$ cat config.mk
export PLATFORM = sky130hd
export DESIGN_NAME = nb_rr_arbiter_flat
export DESIGN_NICKNAME = d
export VERILOG_FILES = /design/src/rtl/nb_rr_arbiter_if.sv /design/src/rtl/nb_rr_arbiter.sv /design/src/flat_wrapper.sv
export SDC_FILE = /design/constraint.sdc
export NUM_CORES = 1
export LEC_CHECK = 0
export ABC_AREA = 1
export BUFFER_PORTS_ARGS = -buffer_cell sky130_fd_sc_hd__buf_2
export CAP_MARGIN = 20
export CORE_ASPECT_RATIO = 2
export CORE_MARGIN = 2
export CORE_UTILIZATION = 35
export DETAILED_ROUTE_END_ITERATION = 6
export PLACE_DENSITY = 0.7
export REMOVE_ABC_BUFFERS = 1
export SYNTH_ARGS = -nofsm -noshare
export SYNTH_HDL_FRONTEND = slang
export SYNTH_SLANG_ARGS = --single-unit
$ cat constraint.sdc
create_clock -name clk -period 1.81 [get_ports clk]
set_input_delay 0.0905 -clock clk [delete_from_list [all_inputs] [get_ports clk]]
set_output_delay 0.0905 -clock clk [all_outputs]
set_load 0.01 [all_outputs]
$ cat src/rtl/nb_rr_arbiter_if.sv
// One native-bus port: a write channel and a read channel, each a level
// request held until a one-cycle ack. The requester side uses "master",
// the responder side uses "slave".
interface nb_rr_arbiter_if #(
   parameter int ADDR_W = 8,
   parameter int DATA_W = 8
) ();
   logic              write_req;
   logic [ADDR_W-1:0] write_addr;
   logic [DATA_W-1:0] write_data;
   logic              write_ack;
   logic              read_req;
   logic [ADDR_W-1:0] read_addr;
   logic [DATA_W-1:0] read_data;
   logic              read_ack;

   modport master (
      output write_req, write_addr, write_data, read_req, read_addr,
      input  write_ack, read_data, read_ack
   );

   modport slave (
      input  write_req, write_addr, write_data, read_req, read_addr,
      output write_ack, read_data, read_ack
   );
endinterface

$ cat src/rtl/nb_rr_arbiter.sv
// Two-master round-robin arbiter in front of apb_converter. One transfer
// outstanding at a time, write beats read within a master, and a watchdog
// that force-completes a hung transfer with an error pulse.
//
// state | meaning
// ------+--------------------------------------------------------------
// IDLE  | no transfer; pick a master and latch its request
// ISSUE | downstream req held; wait for matching ack or watchdog expiry
// RESP  | one-cycle ack (and err on timeout) to the served master
// DRAIN | wait for a level downstream ack to fall before the next grant
module nb_rr_arbiter #(
   parameter int ADDR_W         = 8,
   parameter int DATA_W         = 8,
   parameter int TIMEOUT_CYCLES = 64
) (
   input  logic            clk,
   input  logic            resetn,
   nb_rr_arbiter_if.slave  m0,
   nb_rr_arbiter_if.slave  m1,
   nb_rr_arbiter_if.master dn,
   output logic            m0_err,
   output logic            m1_err
);

   localparam int WDOG_W = (TIMEOUT_CYCLES > 1) ? $clog2(TIMEOUT_CYCLES) : 1;
   localparam logic [WDOG_W-1:0] WDOG_LOAD =
      WDOG_W'((TIMEOUT_CYCLES > 0) ? TIMEOUT_CYCLES - 1 : 0);
   localparam bit WDOG_EN = (TIMEOUT_CYCLES != 0);

   typedef enum logic [1:0] {S_IDLE, S_ISSUE, S_RESP, S_DRAIN} state_t;

   state_t            state;
   logic              last_gnt;
   logic              cur_id;
   logic              cur_wr;
   logic              mask_vld;
   logic              mask_id;
   logic [WDOG_W-1:0] wdog;

   logic              elig0, elig1, gnt, gnt_vld, g_wr;
   logic              ack_match, wdog_tc, timed_out;
   logic [ADDR_W-1:0] g_waddr, g_raddr;
   logic [DATA_W-1:0] g_wdata, rsp_data;

   // Grant selection, completion detect and the watchdog terminal count.
   always_comb begin
      elig0   = (m0.write_req | m0.read_req) & ~(mask_vld & ~mask_id);
      elig1   = (m1.write_req | m1.read_req) & ~(mask_vld &  mask_id);
      gnt_vld = elig0 | elig1;
      // Both eligible: the one not served last. Otherwise whichever asks.
      gnt     = (elig0 & elig1) ? ~last_gnt : ~elig0;
      g_wr    = gnt ? m1.write_req  : m0.write_req;
      g_waddr = gnt ? m1.write_addr : m0.write_addr;
      g_wdata = gnt ? m1.write_data : m0.write_data;
      g_raddr = gnt ? m1.read_addr  : m0.read_addr;
      ack_match = cur_wr ? dn.write_ack : dn.read_ack;
      wdog_tc   = WDOG_EN && (wdog == '0);
      // An ack arriving on the expiry cycle still counts as a clean finish.
      timed_out = ~ack_match & wdog_tc;
      rsp_data  = ack_match ? dn.read_data : '1;
   end

   // Sequencer with registered downstream requests and upstream responses.
   always_ff @(posedge clk) begin
      if (!resetn) begin
         state         <= S_IDLE;
         last_gnt      <= 1'b1;
         cur_id        <= 1'b0;
         cur_wr        <= 1'b0;
         mask_vld      <= 1'b0;
         mask_id       <= 1'b0;
         wdog          <= '0;
         dn.write_req  <= 1'b0;
         dn.write_addr <= '0;
         dn.write_data <= '0;
         dn.read_req   <= 1'b0;
         dn.read_addr  <= '0;
         m0.write_ack  <= 1'b0;
         m0.read_ack   <= 1'b0;
         m0.read_data  <= '0;
         m1.write_ack  <= 1'b0;
         m1.read_ack   <= 1'b0;
         m1.read_data  <= '0;
         m0_err        <= 1'b0;
         m1_err        <= 1'b0;
      end else begin
         m0.write_ack <= 1'b0;
         m0.read_ack  <= 1'b0;
         m1.write_ack <= 1'b0;
         m1.read_ack  <= 1'b0;
         m0_err       <= 1'b0;
         m1_err       <= 1'b0;
         mask_vld     <= 1'b0;
         case (state)
            S_IDLE: begin
               if (gnt_vld) begin
                  cur_id       <= gnt;
                  cur_wr       <= g_wr;
                  last_gnt     <= gnt;
                  dn.write_req <= g_wr;
                  dn.read_req  <= ~g_wr;
                  if (g_wr) begin
                     dn.write_addr <= g_waddr;
                     dn.write_data <= g_wdata;
                  end else begin
                     dn.read_addr  <= g_raddr;
                  end
                  wdog  <= WDOG_LOAD;
                  state <= S_ISSUE;
               end
            end
            S_ISSUE: begin
               if (ack_match || wdog_tc) begin
                  dn.write_req <= 1'b0;
                  dn.read_req  <= 1'b0;
                  if (cur_id) begin
                     m1.write_ack <= cur_wr;
                     m1.read_ack  <= ~cur_wr;
                     m1_err       <= timed_out;
                     if (!cur_wr) m1.read_data <= rsp_data;
                  end else begin
                     m0.write_ack <= cur_wr;
                     m0.read_ack  <= ~cur_wr;
                     m0_err       <= timed_out;
                     if (!cur_wr) m0.read_data <= rsp_data;
                  end
                  state <= S_RESP;
               end else begin
                  wdog <= wdog - 1'b1;
               end
            end
            S_RESP: begin
               if (dn.write_ack || dn.read_ack) begin
                  state <= S_DRAIN;
               end else begin
                  // The served master may still show its request this cycle.
                  mask_vld <= 1'b1;
                  mask_id  <= cur_id;
                  state    <= S_IDLE;
               end
            end
            S_DRAIN: begin
               if (!dn.write_ack && !dn.read_ack) state <= S_IDLE;
            end
            default: state <= S_IDLE;
         endcase
      end
   end

endmodule

$ cat src/flat_wrapper.sv
// flat-port wrapper written by rule: the top's interface ports become plain ports
module nb_rr_arbiter_flat 
#(
   parameter int ADDR_W         = 8,
   parameter int DATA_W         = 8,
   parameter int TIMEOUT_CYCLES = 64
)
  (clk, resetn, m0_err, m1_err, m0_write_req, m0_write_addr, m0_write_data, m0_read_req, m0_read_addr, m0_write_ack, m0_read_data, m0_read_ack, m1_write_req, m1_write_addr, m1_write_data, m1_read_req, m1_read_addr, m1_write_ack, m1_read_data, m1_read_ack, dn_write_req, dn_write_addr, dn_write_data, dn_read_req, dn_read_addr, dn_write_ack, dn_read_data, dn_read_ack);
  nb_rr_arbiter_if #(.ADDR_W(ADDR_W), .DATA_W(DATA_W)) m0_i ();
  nb_rr_arbiter_if #(.ADDR_W(ADDR_W), .DATA_W(DATA_W)) m1_i ();
  nb_rr_arbiter_if #(.ADDR_W(ADDR_W), .DATA_W(DATA_W)) dn_i ();
  input  logic clk;
  input  logic resetn;
  output logic m0_err;
  output logic m1_err;
  input wire logic [$bits(m0_i.write_req)-1:0] m0_write_req;
  input wire logic [$bits(m0_i.write_addr)-1:0] m0_write_addr;
  input wire logic [$bits(m0_i.write_data)-1:0] m0_write_data;
  input wire logic [$bits(m0_i.read_req)-1:0] m0_read_req;
  input wire logic [$bits(m0_i.read_addr)-1:0] m0_read_addr;
  output wire logic [$bits(m0_i.write_ack)-1:0] m0_write_ack;
  output wire logic [$bits(m0_i.read_data)-1:0] m0_read_data;
  output wire logic [$bits(m0_i.read_ack)-1:0] m0_read_ack;
  input wire logic [$bits(m1_i.write_req)-1:0] m1_write_req;
  input wire logic [$bits(m1_i.write_addr)-1:0] m1_write_addr;
  input wire logic [$bits(m1_i.write_data)-1:0] m1_write_data;
  input wire logic [$bits(m1_i.read_req)-1:0] m1_read_req;
  input wire logic [$bits(m1_i.read_addr)-1:0] m1_read_addr;
  output wire logic [$bits(m1_i.write_ack)-1:0] m1_write_ack;
  output wire logic [$bits(m1_i.read_data)-1:0] m1_read_data;
  output wire logic [$bits(m1_i.read_ack)-1:0] m1_read_ack;
  output wire logic [$bits(dn_i.write_req)-1:0] dn_write_req;
  output wire logic [$bits(dn_i.write_addr)-1:0] dn_write_addr;
  output wire logic [$bits(dn_i.write_data)-1:0] dn_write_data;
  output wire logic [$bits(dn_i.read_req)-1:0] dn_read_req;
  output wire logic [$bits(dn_i.read_addr)-1:0] dn_read_addr;
  input wire logic [$bits(dn_i.write_ack)-1:0] dn_write_ack;
  input wire logic [$bits(dn_i.read_data)-1:0] dn_read_data;
  input wire logic [$bits(dn_i.read_ack)-1:0] dn_read_ack;
  assign m0_i.write_req = m0_write_req;
  assign m0_i.write_addr = m0_write_addr;
  assign m0_i.write_data = m0_write_data;
  assign m0_i.read_req = m0_read_req;
  assign m0_i.read_addr = m0_read_addr;
  assign m0_write_ack = m0_i.write_ack;
  assign m0_read_data = m0_i.read_data;
  assign m0_read_ack = m0_i.read_ack;
  assign m1_i.write_req = m1_write_req;
  assign m1_i.write_addr = m1_write_addr;
  assign m1_i.write_data = m1_write_data;
  assign m1_i.read_req = m1_read_req;
  assign m1_i.read_addr = m1_read_addr;
  assign m1_write_ack = m1_i.write_ack;
  assign m1_read_data = m1_i.read_data;
  assign m1_read_ack = m1_i.read_ack;
  assign dn_write_req = dn_i.write_req;
  assign dn_write_addr = dn_i.write_addr;
  assign dn_write_data = dn_i.write_data;
  assign dn_read_req = dn_i.read_req;
  assign dn_read_addr = dn_i.read_addr;
  assign dn_i.write_ack = dn_write_ack;
  assign dn_i.read_data = dn_read_data;
  assign dn_i.read_ack = dn_read_ack;
  nb_rr_arbiter #(.ADDR_W(ADDR_W), .DATA_W(DATA_W), .TIMEOUT_CYCLES(TIMEOUT_CYCLES)) u_core (.clk(clk), .resetn(resetn), .m0(m0_i), .m1(m1_i), .dn(dn_i), .m0_err(m0_err), .m1_err(m1_err));
endmodule
# Yosys cells after proc, flatten, opt, wreduce, memory -nomap -nowiden
# Index checks and enable logic that the tools add are counted.
[totals]
register_bits = 61
in_bits = 64
elab_cells = 91
[classes]
addsub = 1
n_eq_ne = 7
n_mux = 21
bitwise = 22
reduce_logical = 20
[op_table]
columns = ["op", "n"]
rows = [
  ["8-bit two-way mux", 4],
  ["3-bit AND reduction", 5],
  ["1-bit inverter", 13],
  ["6-bit two-way mux", 2],
  ["6-bit case mux with 2 select lines", 1],
  ["4-bit AND reduction", 3],
  ["2-bit two-way mux", 4],
  ["2-bit case mux with 4 select lines", 1],
  ["1-bit two-way mux", 7],
  ["1-bit AND", 6],
  ["6-bit logical NOT", 1],
  ["2-bit by 1-bit != test with 1-bit output, second input constant", 3],
  ["2-bit AND reduction", 3],
  ["6-bit by 1-bit subtractor with 6-bit output, second input constant", 1],
  ["2-bit equality test, second input constant", 2],
  ["1-bit case mux with 2 select lines", 2],
  ["4-bit OR reduction", 1],
  ["1-bit OR", 3],
  ["2-bit by 1-bit equality test with 1-bit output, second input constant", 1],
  ["1-bit logical NOT", 2],
  ["2-bit logical NOT", 1],
  ["1-bit logical OR", 2],
  ["2-bit != test, second input constant", 1],
  ["2-bit nonzero test", 1],
  ["1-bit logical AND", 1],
]

# Depth between registers and ports, before layout
[logic_depth]
ltp_word = 10
depth_mapped = 11

# Least setup slack after synthesis
# Ideal clock, no wire load.
[synth_timing]
path_kind = "register to register"
from = "register u_core.wdog[0]"
to = "register u_core.wdog[1]"
setup_time_ns = 0.116
arrival_ns = 1.224
required_time_ns = 1.694
setup_slack_ns = 0.470
path_stages_with_launch = 8
path_buffers = 0
cell_sequence = "dfxtp_1 inv_1 ha_1 nand4_2 nand3_2 nand2_1 o21ai_0 nor2_1"
[synth_via]
elab_chain_cells = 4
word_cells_on_any_way = 7
classes_between = "add/sub (1); eq/ne (1); mux (2); reduce/logical (3)"
[synth_lines]
columns = ["element", "line_no", "text"]
rows = [
  ["start, declared", "nb_rr_arbiter.sv:38", "logic [WDOG_W-1:0] wdog;"],
  ["start signal, assigned", "nb_rr_arbiter.sv:129", "wdog <= wdog - 1'b1;"],
  ["parallel branches: the longest is 4 deep, another holds 6-bit by 1-bit subtractor with 6-bit output", "--", ""],
]
# Several ways; the timed one is not identified. The select of a mux whose other input is x is not followed.
# A chain may end at the register's enable or synchronous reset.

# Final worst setup path
[layout_timing]
from = "register u_core.wdog[0]"
to = "register u_core.m0.read_ack"
[layout_via]
elab_chain_cells = 4
[layout_lines]
columns = ["element", "line_no", "text"]
rows = [
  ["6-bit logical NOT", "nb_rr_arbiter.sv:57", "wdog_tc = WDOG_EN && (wdog == '0);"],
  ["1-bit logical OR", "nb_rr_arbiter.sv:113", "if (ack_match || wdog_tc) begin"],
  ["1-bit inverter (no line)", "--", ""],
  ["4-bit OR reduction (no line)", "--", ""],
  ["end, declared", "nb_rr_arbiter_if.sv:24", "output write_ack, read_data, read_ack"],
]
# Every way passes these cells.

==> metrics <==
status complete, no violations; cts repair resizes 0; die width 70.03 µm; WS Path Type register to register; critical path cell sequence inv_1, ha_1, nand4_2, nand2_4, nand2_2, nor2_1, nand2_1, nor2_1; post-route ant nets 0; largest cells by area after synthesis dfxtp_1 40%, nand2_1 17%, nor2_1 8.1%; grt total ovfl 0; H-tree levels 3; Reg power frac 33.6%; slowest stage delay, CP 290 ps; most common flop cell mapped by yosys dfxtp_1; sequential area share after synthesis 40.02%; CTS sink cnt 61; layout cells sized above 1 28.35%; Yosys top cell area share 40.02%; largest net degree at the start of global routing 35; Syn Inst Count 460; Clock power frac 33.7%; Port Buffers 111; Critical Path RT 2060 ps; CORE AREA 8528 µm²; total wire length 7.700 mm; post-synth top area cell dfxtp_1; routed vias 3,162; Post-synth EDFFs 0; Yosys warning total 0; Starting Density 35.78%; DIE HEIGHT 136.1 µm; sw frac 34.62%; first-pass GRT wire length 12.65 mm; clock tree buffer depth 2; Max Cap Viol 0; NetSw 0.001797 W; post-CTS setup buffers 0; crit-path most repeated cell nor2_1; clock slew at reported path FFs 50 ps; Top-Level Pins 112; top-count cell post-synth nand2_1; DR vias/cell 4.684; HPWL after DPL 5.788 mm; RSZ-0062 raised after global routing no; P_int 0.003394 W; Lkg Pwr 2.141 nW; Worst Tran Pin Value 552.6 ps; Pwr Density 1300 nW/µm²; DR iter-0 viols 101; CP top delay family simple AND/OR/NAND/NOR gates; initial antenna violation count 0; Skew-Pair Late Insertion Delay 320 ps; area delta synth->final 30.87%; FF+latch count, synth 61; Worst Setup End Kind register; drt pass-1 iters 4; Max FO, Critical Path 19; ANT cells 0; CP Launch Type register; Final WS setup 185.8 ps; Post-synth top cells 139 x nand2_1, 66 x nor2_1, 61 x dfxtp_1; CTS Hold Buffers Added 0; Post-synth ARST share 0%; final clock skew 4.882 ps; Tightest Hold Check Type input pin to register; CTS tree done; Comb power frac 32.7%; Root Driver clkbuf_16; crit path DAT 1880 ps; Setup TNS Final 0 ps; Util after Layout 46.83%; RD Place Congestion 0.8271; Buffers & Inverters on Critical Path 1; Synth Area per Inst 6.634 µm²; Num CTS Buffers 9; final setup vio count 0; FMAX 615.7 MHz; largest vdd supply drop 0.6615 mV; row count 48; Slew Limit Fails 0; drt wl/cell 11.41 µm; Final Hold Fails 0; DIE AREA 9527 µm²; Mapped Area 3052 µm²; Slew headroom 63.02%; vias in the first global route 2,979; pre-CTS WS 217.2 ps; slowest CP cell dfxtp_1; final period utilization 89.74%; overall routing resource usage 16.48%; total power 0.005191 W; Residual DRC 0; fin nets 636; Netlist cell types 29; Min Clock Period, post-route 1624 ps
## flip-flops by register name, indices dropped and copies added, names as in the netlist, 2 cells and up
name	count
u_core.state	2
u_core.dn.read_addr	8
u_core.dn.write_data	8
u_core.dn.write_addr	8
u_core.m1.read_data	8
u_core.m0.read_data	8
u_core.wdog	6
## metrics by stage
stage	hold WS, ps	instances	cell area, µm²
5_1_grt	103.0	675	3994
3_5_place_dp	414.5	659	3681
4_1_cts	72.59	675	3994
3_3_place_gp	409.7	659	3681
2_1_floorplan	189.1	439	2933
6_report	80.59	675	3994
## cell families (layout without fill, tap and decap cells)
kind of cell	after synthesis	count (layout)	share of synthesized area, %
compound gates	34	34	5.658
simple gates	293	293	43.54
flops	61	61	40.02
buf+inv	70	185	9.963
fa+ha+maj	2	2	0.8199
## area by class of cell
type / instances / area [µm²]
fill: 848 / 4534
multi-input combinational: 329 / 1526
timing repair buffer: 120 / 623.1
clock buffer: 13 / 270.3
inverter: 49 / 185.2
clock inverter: 3 / 42.54
tap: 100 / 125.1
sequential: 61 / 1221
## final timing paths
kind	start	end	slack (ps)	depth (start not counted)
worst max-delay path	u_core.wdog[0]	u_core.m0.read_ack	190	8
worst min-delay path	m1_read_addr[1]	u_core.dn.read_addr[1]	80	5
worst max register to register	u_core.wdog[0]	u_core.m0.read_ack	190	8
worst min register to register	u_core.m0.read_data[1]	u_core.m0.read_data[1]	460	2
## power groups by stage
stage               registers [W]  clock network, W  logic [W]
finish                    0.00174           0.00175    0.00170
global route              0.00178           0.00184    0.00194
floorplan                 0.00185                 0    0.00105
detailed placement        0.00177                 0    0.00170
global placement          0.00177                 0    0.00165
CTS                       0.00174           0.00179    0.00171
## cell usage in the layout (no fill, tap or decap), types with 2 or more instances in the layout
cell type and n:
buf_2 111, nand2_1 139, or2_2 11, inv_2 3
nor2_1 66, a21oi_1 27, ha_1 2, inv_1 45
nand3_2 4, nand2_2 2, clkinv_2 2, nand2_4 3
clkbuf_8 3, nand4_1 17, nand3_1 43, dfxtp_1 61
buf_4 9, o21ai_0 5, clkbuf_16 9, nand3_4 2
## worst min-delay path: cells and delay by family
| kind | cells | cell delay, ps |
|---|---|---|
| and+or+nand+nor | 4 | 210 |
| buffers and inverters | 1 | 70 |
## routing by layer
layer | vias to the layer above | wire length (µm) | global-route usage [%]
li1 | 1666 | - | -
met1 | 1377 | 2913 | 16.20
met2 | 103 | 4104 | 30.85
met3 | 16 | 465 | 4.744
met4 | 0 | 216 | 8.226
met5 | - | 0 | 0
(Power assumes the default switching activity.)
